**config.mk**
```make
export PLATFORM = sky130hd
export DESIGN_NAME = alu_issue_stage
export DESIGN_NICKNAME = d
export VERILOG_FILES = /design/src/rtl/alu_pkg.sv /design/src/rtl/pipe_skid_reg.sv /design/src/rtl/alu_issue_stage.sv
export SDC_FILE = /design/constraint.sdc
export NUM_CORES = 1
export LEC_CHECK = 0
export ABC_AREA = 1
export CORE_ASPECT_RATIO = 1.25
export CORE_UTILIZATION = 48
export DETAILED_ROUTE_END_ITERATION = 16
export PLACE_DENSITY = 0.8
export SKIP_LAST_GASP = 1
export SLEW_MARGIN = 30
export SYNTH_ARGS = -nofsm -noshare
export SYNTH_HDL_FRONTEND = slang
export SYNTH_SLANG_ARGS = --single-unit
```
**constraint.sdc**
```tcl
create_clock -name clk -period 1.9 [get_ports clk]
set_input_delay 0.19 -clock clk [delete_from_list [all_inputs] [get_ports clk]]
set_output_delay 0.19 -clock clk [all_outputs]
set_load 0.05 [all_outputs]
```
**src/rtl/alu_pkg.sv**
```systemverilog
// Shared ALU op codes, RV32 opcodes and the issue-stage decode helper.
package alu_pkg;

  localparam logic [2:0] ALU_AND = 3'b000;
  localparam logic [2:0] ALU_OR  = 3'b001;
  localparam logic [2:0] ALU_ADD = 3'b010;
  localparam logic [2:0] ALU_SUB = 3'b110;
  localparam logic [2:0] ALU_SLT = 3'b111;

  localparam logic [6:0] OP_R  = 7'b0110011;
  localparam logic [6:0] OP_I  = 7'b0010011;
  localparam logic [6:0] OP_LD = 7'b0000011;
  localparam logic [6:0] OP_ST = 7'b0100011;
  localparam logic [6:0] OP_BR = 7'b1100011;

  localparam logic [6:0] F7_BASE = 7'b0000000;
  localparam logic [6:0] F7_ALT  = 7'b0100000;

  typedef struct packed {
    logic [2:0] op;
    logic       use_imm;
    logic       is_br;
    logic       illegal;
  } dec_t;

  // Unsupported encodings fall back to ADD with the illegal flag set.
  function automatic dec_t decode_op(input logic [6:0] opcode,
                                     input logic [2:0] funct3,
                                     input logic [6:0] funct7);
    dec_t d;
    d.op      = ALU_ADD;
    d.use_imm = 1'b0;
    d.is_br   = 1'b0;
    d.illegal = 1'b0;
    case (opcode)
      OP_R: begin
        case (funct3)
          3'b000: begin
            if (funct7 == F7_BASE)     d.op = ALU_ADD;
            else if (funct7 == F7_ALT) d.op = ALU_SUB;
            else                       d.illegal = 1'b1;
          end
          3'b111:  d.op = ALU_AND;
          3'b110:  d.op = ALU_OR;
          3'b010:  d.op = ALU_SLT;
          default: d.illegal = 1'b1;
        endcase
      end
      OP_I: begin
        d.use_imm = 1'b1;
        case (funct3)
          3'b000:  d.op = ALU_ADD;
          3'b111:  d.op = ALU_AND;
          3'b110:  d.op = ALU_OR;
          3'b010:  d.op = ALU_SLT;
          default: d.illegal = 1'b1;
        endcase
      end
      OP_LD, OP_ST: begin
        d.op      = ALU_ADD;
        d.use_imm = 1'b1;
      end
      OP_BR: begin
        if (funct3 == 3'b000) begin
          d.op    = ALU_SUB;
          d.is_br = 1'b1;
        end else begin
          d.illegal = 1'b1;
        end
      end
      default: d.illegal = 1'b1;
    endcase
    if (d.illegal) begin
      d.op      = ALU_ADD;
      d.use_imm = 1'b0;
      d.is_br   = 1'b0;
    end
    return d;
  endfunction

endpackage

```
**src/rtl/pipe_skid_reg.sv**
```systemverilog
// Generic 2-entry valid/ready skid register. The main slot drives the outputs;
// the skid slot catches one entry while main is stalled, so in_ready is purely registered.
module pipe_skid_reg #(
  parameter int W = 8
) (
  input  logic         clk,
  input  logic         rst_n,
  input  logic         flush,
  input  logic         in_valid,
  output logic         in_ready,
  input  logic [W-1:0] in_data,
  output logic         out_valid,
  input  logic         out_ready,
  output logic [W-1:0] out_data
);

  logic         main_valid;
  logic         skid_valid;
  logic [W-1:0] main_data;
  logic [W-1:0] skid_data;
  logic         accept;
  logic         xfer;

  assign in_ready  = !skid_valid;
  assign out_valid = main_valid;
  assign out_data  = main_data;
  assign accept    = in_valid && !skid_valid;
  assign xfer      = main_valid && out_ready;

  // Slot update: refill main from skid first, then from input; park in skid only when main is stalled.
  always_ff @(posedge clk) begin
    if (!rst_n) begin
      main_valid <= 1'b0;
      skid_valid <= 1'b0;
      main_data  <= '0;
      skid_data  <= '0;
    end else if (flush) begin
      main_valid <= 1'b0;
      skid_valid <= 1'b0;
    end else if (!main_valid || xfer) begin
      if (skid_valid) begin
        main_data  <= skid_data;
        main_valid <= 1'b1;
        skid_valid <= 1'b0;
      end else begin
        main_valid <= accept;
        if (accept) main_data <= in_data;
      end
    end else if (accept) begin
      skid_data  <= in_data;
      skid_valid <= 1'b1;
    end
  end

endmodule

```
**src/rtl/alu_issue_stage.sv**
```systemverilog
// Decode-to-execute stage feeding the ALU: decodes the op, selects operand b,
// and buffers the result in a 2-entry skid register.
module alu_issue_stage
  import alu_pkg::*;
#(
  parameter int XLEN       = 32,
  parameter int REG_ADDR_W = 5
) (
  input  logic                  clk,
  input  logic                  rst_n,
  input  logic                  flush,
  input  logic                  in_valid,
  output logic                  in_ready,
  input  logic [6:0]            in_opcode,
  input  logic [2:0]            in_funct3,
  input  logic [6:0]            in_funct7,
  input  logic [XLEN-1:0]       in_rs1_val,
  input  logic [XLEN-1:0]       in_rs2_val,
  input  logic [XLEN-1:0]       in_imm,
  input  logic [REG_ADDR_W-1:0] in_rd,
  output logic                  out_valid,
  input  logic                  out_ready,
  output logic [XLEN-1:0]       alu_a,
  output logic [XLEN-1:0]       alu_b,
  output logic [2:0]            alu_op,
  output logic [REG_ADDR_W-1:0] out_rd,
  output logic                  out_is_br,
  output logic                  out_illegal
);

  localparam int W = 2*XLEN + 3 + REG_ADDR_W + 2;

  dec_t            dec;
  logic [XLEN-1:0] a_in;
  logic [XLEN-1:0] b_in;
  logic [W-1:0]    in_data;
  logic [W-1:0]    out_data;

  // Input-side decode and operand selection; illegal entries carry zero operands.
  always_comb begin
    dec  = decode_op(in_opcode, in_funct3, in_funct7);
    a_in = '0;
    b_in = '0;
    if (!dec.illegal) begin
      a_in = in_rs1_val;
      b_in = dec.use_imm ? in_imm : in_rs2_val;
    end
  end

  assign in_data = {a_in, b_in, dec.op, in_rd, dec.is_br, dec.illegal};

  pipe_skid_reg #(.W(W)) u_skid (
    .clk       (clk),
    .rst_n     (rst_n),
    .flush     (flush),
    .in_valid  (in_valid),
    .in_ready  (in_ready),
    .in_data   (in_data),
    .out_valid (out_valid),
    .out_ready (out_ready),
    .out_data  (out_data)
  );

  assign {alu_a, alu_b, alu_op, out_rd, out_is_br, out_illegal} = out_data;

endmodule

```
## Yosys cells after proc, flatten, opt, wreduce, memory -nomap -nowiden

Index checks and enable logic that the tools add are counted.

- Word-level logic and storage cells: 54
- Bits of input ports: 123
- Flip-flop bits (word level): 150
- Output and inout bits: 76

- Bitwise operators: 3
- Equal/unequal tests: 9
- Reductions and logical operators: 16
- Multiplexer cells: 22

Operators with widths:

| operator | count |
|---|---|
| 74-bit two-way mux | 2 |
| 32-bit two-way mux | 3 |
| 7-bit by 6-bit equality test with 1-bit output (second input constant) | 3 |
| 3-bit one-hot mux with 3 select lines | 2 |
| 3-bit one-hot mux with 4 select lines | 1 |
| 3-bit two-way mux | 3 |
| 3-bit OR reduction | 3 |
| 1-bit two-way mux | 8 |
| 7-bit by 2-bit equality test with 1-bit output (second input constant) | 1 |
| 7-bit by 5-bit equality test with 1-bit output (second input constant) | 1 |
| 7-bit equality test (second input constant) | 1 |
| 7-bit logical NOT | 1 |
| 3-bit equality test (second input constant) | 2 |
| 3-bit AND reduction | 2 |
| 5-bit two-way mux | 1 |
| 1-bit one-hot mux with 4 select lines | 1 |
| 2-bit OR reduction | 2 |
| 4-bit OR reduction | 1 |
| 3-bit by 2-bit equality test with 1-bit output (second input constant) | 1 |
| 3-bit logical NOT | 1 |
| 1-bit NOT | 3 |
| 1-bit logical AND | 2 |
| 1-bit logical NOT | 2 |
| 1-bit one-hot mux with 2 select lines | 1 |
| other kinds (2) | 2 |

## Logic depth before layout (Yosys ltp)

- Depth after elaboration: 10
- Depth in mapped cells: 10
- Mapped depth without buffers: 9

## Modules after synthesis

From an unflattened synthesis, not the netlist that was laid out.

- Cell total of the unflattened synthesis: 1420
- Area, all modules: 8291.7 um^2

By module, submodules not included:

| module | cells an instance | times used | seq. area each (um^2) | area each (um^2) |
|---|---|---|---|---|
| pipe_skid_reg | 1135 | 1 | 3002.9 | 7089.3 |
| alu_issue_stage | 285 | 1 | 0.0 | 1202.4 |

## Worst setup path before layout

No wires, ideal clock.

- Path type: register to register
- Start: reg u_skid.main_valid, in the netlist u_skid.out_valid
- End: reg u_skid.skid_data[16]
- Data required time: 1.772 ns
- Arrival time: 1.672 ns
- Cell stages (with the launch flop): 8
- Clock period less this slack: 1.800 ns
- Slack: 0.100 ns
- Buffers on the path: 2
- Cells stage by stage: dfxtp_1 inv_1 nor2_1 nand4_2 inv_1 buf_2 clkbuf_1 a21oi_1

- Longest elaborated chain between the ends: 4
- Elaborated cells between the ends (all ways): 5
- Those cells by class: 1 x bitwise; 4 x reduce/logical

Ends and longest elaborated chain:

| element | RTL line | source |
|---|---|---|
| start: declaration | pipe_skid_reg.sv:17 | `logic main_valid;` |
| start signal: assignment | pipe_skid_reg.sv:46 | `main_valid <= accept;` |
| 1-bit logical NOT or 1-bit logical AND (tied branches) | pipe_skid_reg.sv:40, pipe_skid_reg.sv:28 |  |
| 1-bit logical OR * | pipe_skid_reg.sv:40 | `end else if (!main_valid \|\| xfer) begin` |
| 1-bit NOT (no source line) * | n/a |  |
| 3-bit AND reduction (no source line) * | n/a |  |
| end signal: assignment | pipe_skid_reg.sv:50 | `skid_data <= in_data;` |
| end: declaration | pipe_skid_reg.sv:20 | `logic [W-1:0] skid_data;` |

Every way passes the cells marked *; elsewhere a longest branch is shown, timed or not.
A chain may end at the register's enable or synchronous reset.

## Final worst setup path

- Start: reg u_skid.main_data[11], in the netlist u_skid.out_data[11]
- End: out alu_b[1]

RTL lines:

| element | RTL line | source |
|---|---|---|
| start: declaration | pipe_skid_reg.sv:19 | `logic [W-1:0] main_data;` |
| start signal: assignment | pipe_skid_reg.sv:42 | `main_data <= skid_data;` |
| start signal: assignment | pipe_skid_reg.sv:47 | `if (accept) main_data <= in_data;` |
| end: declaration | alu_issue_stage.sv:24 | `output logic [XLEN-1:0] alu_b,` |

No word-level cell between the ends.

==> flow_metrics.env <==
export IMPL_period_share=0.969
export IMPL_postCtsHoldBufs=0
export IMPL_syn_nets=1114
export IMPL_synth_cell_types=27
export IMPL_slowest_stage="clkdlybuf4s50_1"
export IMPL_worst_slack_ns=0.0592
export IMPL_worstSetupPathType="flip-flop to output port"
export IMPL_reg2reg_from="u_skid.skid_valid"
export IMPL_finalSetupViolations=0
export IMPL_grt_max_degree=74
export IMPL_r2r_slack_ns=0.29
export IMPL_row_count=49
export IMPL_start_util=0.490
export IMPL_vias=7664
export IMPL_cts_path_max_buffers=2
export IMPL_drt_iter0_markers=739
export IMPL_fin_nets=1272
export IMPL_worstPathMaxFanout=2
export IMPL_regToRegEndpoint="u_skid.out_data[11]"
export IMPL_min_period_ns=1.84
export IMPL_fmax_mhz=543
export IMPL_hp_start="rst_n"
export IMPL_io_buffers=198
export IMPL_status="completed"
export IMPL_whs_endpoint="u_skid.skid_data[73]"
export IMPL_drcViolationCount=0
export IMPL_firstDrtPassIters=5
export IMPL_cts_setup_buffers=0
export IMPL_total_power_w=0.00809
export IMPL_die_w_um=110
export IMPL_hold_viol=0
export IMPL_final_common_cell="a21oi_1"
export IMPL_p_leak_nw=3.99
export IMPL_fin_area_um2=9960
export IMPL_clk_latency_ns=0.42
export IMPL_routabilityCongestion=0.809
export IMPL_core_area_um2=14400
export IMPL_grtUsageTotal=0.279
export IMPL_critical_path_endpoint_type="output port"
export IMPL_wl_per_cell_um=16.0
export IMPL_grt_pass1_wl_um=34500
export IMPL_min_path_cells=3
export IMPL_synth_edff_count=0
export IMPL_antenna_found_initial=0
export IMPL_drv_cap=0
export IMPL_final_cell_mix="a21oi_1, clkdlybuf4s50_1, dfxtp_1"
export IMPL_async_flop_share=0
export IMPL_crit_buf_inv=1
export IMPL_place_area_um2=9360
export IMPL_slowest_delay_ns=0.84
export IMPL_skew_ns=0.00959
export IMPL_cts_resized=0
export IMPL_dieArea_um2=15200
export IMPL_arrival_ns=1.65
export IMPL_grt_overflow_total=0
export IMPL_synth_avg_cell_area_um2=7.13
export IMPL_io_pins=199
export IMPL_crit_family="buffers and inverters"
export IMPL_cts_tree="built"
export IMPL_antenna_cells=0
export IMPL_ant_nets=0
export IMPL_grt_pass1_vias=7083
export IMPL_drive_above_1_share=0.0741
export IMPL_synth_area_um2=7060
export IMPL_peakVddDrop_v=0.000589
export IMPL_syn_inst=991
export IMPL_relSlewSlack=0.620
export IMPL_path_clk_slew_ns=0.06
export IMPL_htree_levels=4
export IMPL_cts_sinks=150
export IMPL_chipHeight_um=138
export IMPL_yosysWarnings=0
export IMPL_hold_slack_ns=0.254
export IMPL_yosysSeqAreaShare=0.425
export IMPL_r2r_cells=7
export IMPL_clockRootBuffer="clkbuf_16"
export IMPL_synthFlopType="dfxtp_1"
export IMPL_pre_cts_ws_ns=-0.0239
export IMPL_area_growth_pct=41.1
export IMPL_cp_start_kind="flip-flop"
export IMPL_detailed_place_hpwl_um=13700
export IMPL_synth_seq_cells=150
export IMPL_path_cells="clkdlybuf4s50_1"
export IMPL_via_per_inst=5.72
export IMPL_drv_slew=0
export IMPL_cts_buffers_inserted=17
export IMPL_p_per_area_nw_per_um2=812
export IMPL_rsz0062_at_grt="no"
export IMPL_required_ns=1.71
export IMPL_hold_path_class="input pin to flip-flop"
export IMPL_tightest_slew_ns=0.568
export IMPL_routed_wl_um=21400
==> flip-flops by register name (all words and copies together) (netlist names) <==
register and count:
u_skid.out_valid 1, u_skid.out_data 74, u_skid.skid_data 74, u_skid.skid_valid 1
==> metal layers <==
layer | global-route usage | vias up | wire length [µm]
li1 | - | 3768 | -
met1 | 0.341 | 3525 | 8840
met2 | 0.478 | 329 | 10700
met3 | 0.0480 | 42 | 1320
met4 | 0.131 | 0 | 553
met5 | 0 | - | 0
==> cells in the mapped netlist (3+ instances only) <==
| library cell | instances | area, µm² |
|---|---|---|
| a21oi_1 | 207 | 1040 |
| dfxtp_1 | 150 | 3000 |
| o21ai_0 | 145 | 726 |
| nand3_1 | 104 | 521 |
| nand2_1 | 95 | 357 |
| inv_1 | 79 | 297 |
| nand4_1 | 64 | 400 |
| clkbuf_1 | 58 | 218 |
| buf_2 | 23 | 115 |
| nor2_1 | 23 | 86.3 |
| buf_4 | 7 | 52.6 |
| buf_6 | 7 | 78.8 |
| a31oi_1 | 5 | 31.3 |
| clkinv_1 | 4 | 15.0 |
| buf_1 | 3 | 11.3 |
| nor3_1 | 3 | 15.0 |
==> cells by family after synthesis <==
kind of cell / count (synthesis) / synth area share
compound gates: 362 / 0.259
simple gates: 295 / 0.202
buf+inv: 184 / 0.113
flops: 150 / 0.425
==> power by group <==
part / switching [W] / leakage, nW / total, W / internal, W
logic: 0.000773 / 2.48 / 0.00133 / 0.000559
clock network: 0.00140 / 0.281 / 0.00343 / 0.00202
registers: 0.0000664 / 1.22 / 0.00333 / 0.00327
==> worst max path at each step <==
stage                              startpoint                    to  slack (ns)  cells past startpoint
after floorplan              u_skid.out_valid  u_skid.skid_data[16]         0.1                      7
after global placement           in_opcode[1]   u_skid.out_data[10]       0.009                      9
after detailed placement         in_opcode[4]   u_skid.out_data[37]       -0.02                     11
after CTS                 u_skid.out_data[13]              alu_b[3]        0.06                      1
after global routing      u_skid.out_data[11]              alu_b[1]        0.03                      1
final                     u_skid.out_data[11]              alu_b[1]        0.06                      1
==> through the flow <==
stage | utilization | TNS (ns) | cells
4_1_cts | 0.691 | 0 | 1339
3_5_place_dp | 0.650 | -0.197 | 1308
6_report | 0.691 | 0 | 1339
5_1_grt | 0.691 | 0 | 1339
2_1_floorplan | - | 0 | 991
3_3_place_gp | 0.650 | 0 | 1308
==> area by class of cell <==
class                           instances  area, µm²
Multi-Input combinational cell        657       3280
Sequential cell                       150       3000
Tap cell                              178        223
Clock inverter                         12        145
Fill cell                            1130       4450
Clock buffer                           19        453
Inverter                               85        320
Timing Repair Buffer                  238       2540
(Power assumes the default switching activity.)
==> patch: new RTL, same flow settings <==
`REG_ADDR_W`: 5 -> 7.
--- a/src/rtl/alu_issue_stage.sv
+++ b/src/rtl/alu_issue_stage.sv
@@ -4,7 +4,7 @@
   import alu_pkg::*;
 #(
   parameter int XLEN       = 32,
-  parameter int REG_ADDR_W = 5
+  parameter int REG_ADDR_W = 7
 ) (
   input  logic                  clk,
   input  logic                  rst_n,
Interface: changed (resized in_rd and out_rd); port bits go from 199 to 203. No check against the original RTL was run, so the function may have changed too.
==> patch against the unedited design <==
- wire length fell by 6.0%
- count of clock-buffer cells in the layout unchanged
- non-clock buffer count decreased by 1
- setup slack better by 0.051 ns
- via count is 1.8% lower
- sequential cell count grew 4
- fmax is 2.8% higher
- sequential power grew 2%
- cell area decreased by 0.28%
- synthesized area is 0.25% higher
- total power decreased by 2.3%
- global-route usage decreased by 1.8 points
- largest power group is now sequential cells
==> patch: results <==
group,metric,value,unit
logic_synthesis,synth_seq_area_share,43.5,%
cells_and_area,drive_above_1_share,7.15,%
logic_synthesis,syn_nets,1117,
timing,relSlewSlack,60.6,%
setup_path,reg2reg_to,"u_skid.out_data[40]",
place,io_buffers,202,
place,gp_congestion,0.817,
global_route,use_met2,44.2,%
logic_synthesis,synth_compound_gate_area_share,26.4,%
status,status,"complete, no violations",
timing,finalClockSkew,0.00688,ns
drt,wirelength,20100,um
global_route,grt_pass1_vias,6988,
global_route,grtUsageMet3,5.41,%
timing,holdWs,0.205,ns
setup_path,arrival,1.60,ns
setup_path,startpoint,"u_skid.out_data[37]",
setup_path,setup.worst_path.end,"alu_b[25]",
place,dpl.hpwl,12900,um
global_route,track_usage,26.0,%
setup_path,worstReg2RegStart,"u_skid.out_valid",
logic_synthesis,synth_area_leaders,"dfxtp_1 44%, a21oi_1 15%, o21ai_0 8.7%, nand3_1 7.4%, nand4_1 5.7%",
setup_path,regToRegSetupSlack,0.42,ns
worst_hold_path,min_to,"u_skid.out_data[25]",
timing,period_needed,1.79,ns
drt,initialDrtViolationCount,623,
place,placed_area,9380,sq um
logic_synthesis,ys_top_cells_by_count,"208 x a21oi_1, 154 x dfxtp_1, 123 x o21ai_0",
global_route,grt_max_degree,76,
drt,via_per_inst,5.62,
pwr,leakage,3.91,nW
drt,routed-wl-met3,1300,um
cells_and_area,nets,1273,
pwr,switching_share,28.6,%
drt,dr_wl_met2,9600,um
drt,wirelength_met1,8850,um
global_route,grt.met1_usage,32.9,%
pwr,peakVddDrop,0.531,mV
[patch: cell types whose count changed after synthesis, moves of 5 or more]
cell	before	now
o21ai_0	145	123
o21ai_1	0	26
buf_6	7	0
buf_2	23	30
inv_1	79	57
buf_4	7	2
inv_2	2	7
buf_1	3	8
[patch: power by group through the flow]
stage | Combinational, W | Sequential [W] | Clock, W
3_5_place_dp | 0.00132 | 0.00348 | 0
3_3_place_gp | 0.00131 | 0.00348 | 0
4_1_cts | 0.00133 | 0.00341 | 0.00321
5_1_grt | 0.00142 | 0.00343 | 0.00334
6_report | 0.00133 | 0.00341 | 0.00316
2_1_floorplan | 0.000365 | 0.00383 | 0
[patch: layout make-up]
type                    instances  area, sq um
clock inverters                13          110
multi-input cells             670         3340
well taps                     178          223
inverters                      68          256
flip-flops and latches        154         3080
clock buffers                  19          443
fillers                      1213         4470
repair buffers                237         2480
